===== config.mk =====
export PLATFORM = sky130hd
export DESIGN_NAME = rr_decode_arbiter
export DESIGN_NICKNAME = d
export VERILOG_FILES = /design/src/rtl/rr_arb_pkg.sv /design/src/rtl/dec4to16_en.sv /design/src/rtl/rr_decode_arbiter.sv
export SDC_FILE = /design/constraint.sdc
export NUM_CORES = 1
export LEC_CHECK = 0
export BUFFER_PORTS_ARGS = -buffer_cell sky130_fd_sc_hd__clkbuf_2
export CAP_MARGIN = 25
export CORE_UTILIZATION = 50
export CTS_CLUSTER_SIZE = 10
export DETAILED_ROUTE_END_ITERATION = 8
export PLACE_DENSITY = 0.7
export SLEW_MARGIN = 20
export SYNTH_ARGS = -nofsm -noshare
export SYNTH_HDL_FRONTEND = slang
export SYNTH_SLANG_ARGS = --single-unit

===== constraint.sdc =====
create_clock -name i_clock -period 5.6 [get_ports i_clock]
set_input_delay 1.12 -clock i_clock [delete_from_list [all_inputs] [get_ports i_clock]]
set_output_delay 1.12 -clock i_clock [all_outputs]
set_load 0.03 [all_outputs]

===== src/rtl/rr_arb_pkg.sv =====
// Shared sizes and state encoding for the 16-way round-robin decode arbiter.
package rr_arb_pkg;
    localparam int N_REQ = 16;
    localparam int IDX_W = 4;

    typedef enum logic [1:0] {
        ST_IDLE  = 2'd0,
        ST_GRANT = 2'd1,
        ST_GAP   = 2'd2
    } state_t;
endpackage


===== src/rtl/dec4to16_en.sv =====
// Enabled 4-to-16 one-hot decoder, built from a row 2-to-4 stage feeding four column 2-to-4 stages.
module dec2to4_en (
    input  logic       i_en,
    input  logic [1:0] i_sel,
    output logic [3:0] o_dec
);
    generate
        for (genvar gi = 0; gi < 4; gi++) begin : g_dec
            assign o_dec[gi] = i_en && (i_sel == 2'(gi));
        end
    endgenerate
endmodule

module dec4to16_en
    import rr_arb_pkg::*;
(
    input  logic             i_en,
    input  logic [IDX_W-1:0] i_idx,
    output logic [N_REQ-1:0] o_onehot
);
    logic [3:0] w_row;

    dec2to4_en u_row (
        .i_en  (i_en),
        .i_sel (i_idx[3:2]),
        .o_dec (w_row)
    );

    generate
        for (genvar gi = 0; gi < 4; gi++) begin : g_col
            dec2to4_en u_col (
                .i_en  (w_row[gi]),
                .i_sel (i_idx[1:0]),
                .o_dec (o_onehot[gi*4 +: 4])
            );
        end
    endgenerate
endmodule


===== src/rtl/rr_decode_arbiter.sv =====
// Round-robin arbiter over 16 requesters: registered index, decoded one-hot grant,
// bounded-hold preemption and a dead GAP cycle between consecutive grants.
module rr_decode_arbiter
    import rr_arb_pkg::*;
#(
    parameter int MAX_HOLD = 8,
    parameter int CNT_W    = 8
) (
    input  logic             i_clock,
    input  logic             i_resetn,
    input  logic             i_en,
    input  logic [N_REQ-1:0] i_req,
    output logic [N_REQ-1:0] o_gnt,
    output logic [IDX_W-1:0] o_gnt_idx,
    output logic             o_gnt_valid,
    output logic             o_gnt_start
);
    localparam logic [CNT_W-1:0] HOLD_LAST = CNT_W'(MAX_HOLD - 1);

    // Returns {found, index}; scanning downward lets the smallest offset from ptr win.
    function automatic logic [IDX_W:0] rr_pick(input logic [N_REQ-1:0] req,
                                               input logic [IDX_W-1:0] ptr);
        logic [IDX_W-1:0] cand;
        logic [IDX_W:0]   res;
        res = '0;
        for (int i = N_REQ - 1; i >= 0; i--) begin
            cand = ptr + IDX_W'(i);
            if (req[cand]) begin
                res = {1'b1, cand};
            end
        end
        return res;
    endfunction

    state_t           r_state;
    logic [IDX_W-1:0] r_ptr;
    logic [IDX_W-1:0] r_gnt_idx;
    logic             r_gnt_valid;
    logic             r_gnt_start;
    logic [CNT_W-1:0] r_hold_cnt;

    logic [IDX_W:0]   w_pick;
    logic [N_REQ-1:0] w_req_others;
    logic             w_preempt;
    logic             w_exit;

    assign w_pick = rr_pick(i_req, r_ptr);

    always_comb begin
        w_req_others            = i_req;
        w_req_others[r_gnt_idx] = 1'b0;
    end

    assign w_preempt = (r_hold_cnt == HOLD_LAST) && (|w_req_others);
    assign w_exit    = !i_req[r_gnt_idx] || !i_en || w_preempt;

    always_ff @(posedge i_clock or negedge i_resetn) begin
        if (!i_resetn) begin
            r_state     <= ST_IDLE;
            r_ptr       <= '0;
            r_gnt_idx   <= '0;
            r_gnt_valid <= 1'b0;
            r_gnt_start <= 1'b0;
            r_hold_cnt  <= '0;
        end else begin
            r_gnt_start <= 1'b0;
            case (r_state)
                ST_GRANT: begin
                    if (w_exit) begin
                        r_state     <= ST_GAP;
                        r_gnt_valid <= 1'b0;
                        r_ptr       <= r_gnt_idx + IDX_W'(1);
                    end else if (r_hold_cnt != HOLD_LAST) begin
                        r_hold_cnt <= r_hold_cnt + CNT_W'(1);
                    end
                end
                default: begin
                    if (i_en && w_pick[IDX_W]) begin
                        r_state     <= ST_GRANT;
                        r_gnt_idx   <= w_pick[IDX_W-1:0];
                        r_gnt_valid <= 1'b1;
                        r_gnt_start <= 1'b1;
                        r_hold_cnt  <= '0;
                    end else begin
                        r_state     <= ST_IDLE;
                        r_gnt_valid <= 1'b0;
                    end
                end
            endcase
        end
    end

    dec4to16_en u_dec (
        .i_en     (r_gnt_valid),
        .i_idx    (r_gnt_idx),
        .o_onehot (o_gnt)
    );

    assign o_gnt_idx   = r_gnt_idx;
    assign o_gnt_valid = r_gnt_valid;
    assign o_gnt_start = r_gnt_start;
endmodule


==> results.py <==
metrics = {
    "synthesis": {
        "synthSimpleGateAreaFrac_pct": 17.1,
        "synth_top_family_by_area": "multiplexers",
        "syn_nets": 472,
        "ys_seq_area_share_pct": 12.4,
        "synth.distinct_cells": 67,
        "synth_top_flop_cell": "dfrtp_1",
        "synthArstFlopShare_pct": 100,
        "synth-seq-cells": 19,
        "syn_area_um2": 3830,
        "synth_warnings": 0,
        "avgSynthCellArea_um2": 8.69,
        "synth_xor_area_share_pct": 4.57,
        "synth-edff-count": 0,
        "synthMuxAreaShare_pct": 35.0,
        "synth-compound-area-share_pct": 20.1,
        "synthCells": 441,
        "synth_adder_area_share_pct": 3.92,
    },
    "routing": {
        "drt-wirelength-per-cell_um": 20.1,
        "vias": 3782,
        "ant_nets": 0,
        "wl_um": 11200,
        "avgViaCountPerCell": 6.78,
        "drcViolationCount": 0,
        "first_pass_iters": 5,
        "drt_iter0_drc": 306,
    },
    "cts": {
        "clk_pin_slew_ns": 0.07,
        "numCtsBuffers": 3,
        "clockRootBuffer": "clkbuf_8",
        "cts_sinks": 19,
        "h-tree-depth": 1,
        "cts_resized": 0,
        "ctsHoldBuffers": 0,
        "cts_setup_buffers": 0,
        "clockBufferDepth": 2,
        "tritoncts": "done",
        "clk_latency_ns": 0.25,
    },
    "placement": {
        "globalplace.congestion": 0.935,
        "io_buffers": 40,
        "hpwl_um": 8440,
        "place_area_um2": 4050,
    },
    "run_status": {
        "run_status": "finished, final reports clean",
    },
    "timing": {
        "fin_crit_sh_pct": 75.5,
        "finalHoldViolations": 0,
        "finalCriticalPeriod_ns": 4.23,
        "max_freq_mhz": 237,
        "rsz0062_at_grt": "no",
        "worst_pin_slew_ns": 0.707,
        "setup_viol": 0,
        "fin_tns_setup_ns": 0,
        "skew_ns": 0.00120,
        "maxSlewViolCount": 0,
        "relSlewSlack_pct": 52.5,
    },
    "min_path": {
        "min-delay-path-class": "reg -> reg",
    },
    "worst_setup_path": {
        "arrival_ns": 4.36,
        "start_kind": "register",
        "slowest_delay_ns": 0.59,
        "endpoint_kind": "register",
        "critPathMaxFanout": 41,
        "critical_path_required_ns": 5.73,
        "cp_cell_sequence": "buf_4 -> ha_1 -> xor2_1 -> mux2i_1 -> mux2_4 -> nand4b_4 -> or4_4 -> o211ai_4 -> inv_4 -> nor2_4 -> mux2_1",
        "critPathSlowestCell": "mux2i_1",
        "path_class": "reg -> reg",
    },
    "finish": {
        "final_cell_mix": "nor2_1 (41), nand2_1 (40), clkbuf_2 (40)",
        "n_antenna_cell": 0,
        "design_area_um2": 4090,
        "fill_cells": 691,
        "drive_gt1_share_pct": 25.5,
        "area_growth_pct": 6.79,
        "final_common_cell": "nor2_1",
        "final_nets": 491,
    },
    "global_route": {
        "grt-ovfl-total": 0,
        "grt_usage_pct": 28.6,
        "first_global_vias": 3329,
        "grt_max_degree": 42,
        "antenna_found_initial": 0,
        "grt_pass1_wl_um": 17500,
    },
    "die": {
        "dieArea_um2": 8020,
        "start_util_pct": 52.3,
        "rows": 31,
        "dieWidth_um": 89.6,
        "coreArea_um2": 7330,
        "dieHeight_um": 89.6,
        "io_pins": 41,
    },
    "flow_run": {
        "cap_violations": 0,
    },
}
==> cell families (layout without fill, tap and decap cells) <==
kind of cell | after synthesis | in the layout
and+or+nand+nor | 135 | 135
AOI/OAI and AO/OA | 109 | 109
muxes | 85 | 85
buffers and inverters | 61 | 79
xor gates and xnor gates | 20 | 20
DFF | 19 | 19
adders and majority gates | 12 | 12
==> metal layers <==
layer | track usage [%] | vias to the layer above | routed length [um] | share of wire (%)
met5 | 0 | - | 0 | 0
met2 | 45.1 | 209 | 5160 | 46
met1 | 41.6 | 1821 | 4850 | 43
met3 | 3.05 | 29 | 936 | 8.3
met4 | 7.79 | 0 | 293 | 2.6
li1 | - | 1723 | - | -
==> synthesized netlist by cell type (all sizes together), types with 5 or more instances <==
| master | count | area [um2] |
|---|---|---|
| mux2 | 22 | 255 |
| a31oi | 8 | 65.1 |
| buf | 12 | 80.1 |
| nand2 | 40 | 150 |
| xnor2 | 11 | 96.3 |
| a21oi | 24 | 120 |
| nand2b | 5 | 31.3 |
| o32ai | 7 | 61.3 |
| nand3 | 12 | 60.1 |
| nor3 | 6 | 30.0 |
| o211ai | 6 | 58.8 |
| mux2i | 27 | 270 |
| a21boi | 5 | 37.5 |
| a211oi | 6 | 45.0 |
| clkbuf | 20 | 75.1 |
| and3 | 6 | 37.5 |
| ha | 12 | 150 |
| nor2 | 42 | 165 |
| o21ai | 17 | 85.1 |
| xor2 | 9 | 78.8 |
| o22ai | 8 | 56.3 |
| mux4 | 36 | 815 |
| dfrtp | 19 | 475 |
| inv | 28 | 108 |
==> registers in the layout, summed over array words and instances, names as in the netlist <==
register and flops:
o_gnt_start 1, r_ptr 4, r_hold_cnt 8, o_gnt_idx 4, r_state 2
==> final timing paths <==
check	slack [ns]	startpoint	endpoint	cells past startpoint
min in group asynchronous	0.80	i_resetn	r_hold_cnt[1]	1
hold / removal	0.56	r_hold_cnt[7]	r_hold_cnt[7]	2
setup / recovery	1.37	r_ptr[0]	r_hold_cnt[0]	11
setup reg to reg	1.37	r_ptr[0]	r_hold_cnt[0]	11
max in group asynchronous	4.46	i_resetn	r_ptr[0]	1
hold reg to reg	0.56	r_hold_cnt[7]	r_hold_cnt[7]	2
==> final cells by class <==
class / instances / area, um2 / area share, %
timing repair buffer: 46 / 245 / 5.99
inverter: 29 / 111 / 2.72
sequential: 19 / 477 / 11.6
multi-input combinational: 361 / 3090 / 75.5
clock buffer: 4 / 45.0 / 1.10
tap: 99 / 124 / 3.03
==> critical path: cells and delay by family (launching register included) <==
family | cells | cell delay, ns
DFF | 1 | 0.35
buffers and inverters | 2 | 0.58
and+or+nand+nor | 3 | 0.66
AOI/OAI and AO/OA | 1 | 0.28
muxes | 3 | 1.21
xor gates and xnor gates | 1 | 0.57
adders and majority gates | 1 | 0.42
==> per-stage QoR <==
step | hold slack (ns) | setup WS (ns) | std cells | utilization [%]
4_1_cts | 0.557 | 1.37 | 558 | 55.8
3_3_place_gp | 0.528 | 1.33 | 554 | 55.2
5_1_grt | 0.568 | 1.08 | 558 | 55.8
6_report | 0.565 | 1.37 | 558 | 55.8
2_1_floorplan | 0.498 | 1.04 | 441 | -
3_5_place_dp | 0.534 | 1.32 | 554 | 55.2
Power is not shown: default switching activity piles up to over one toggle a cycle in this logic, so the estimate is an artifact.
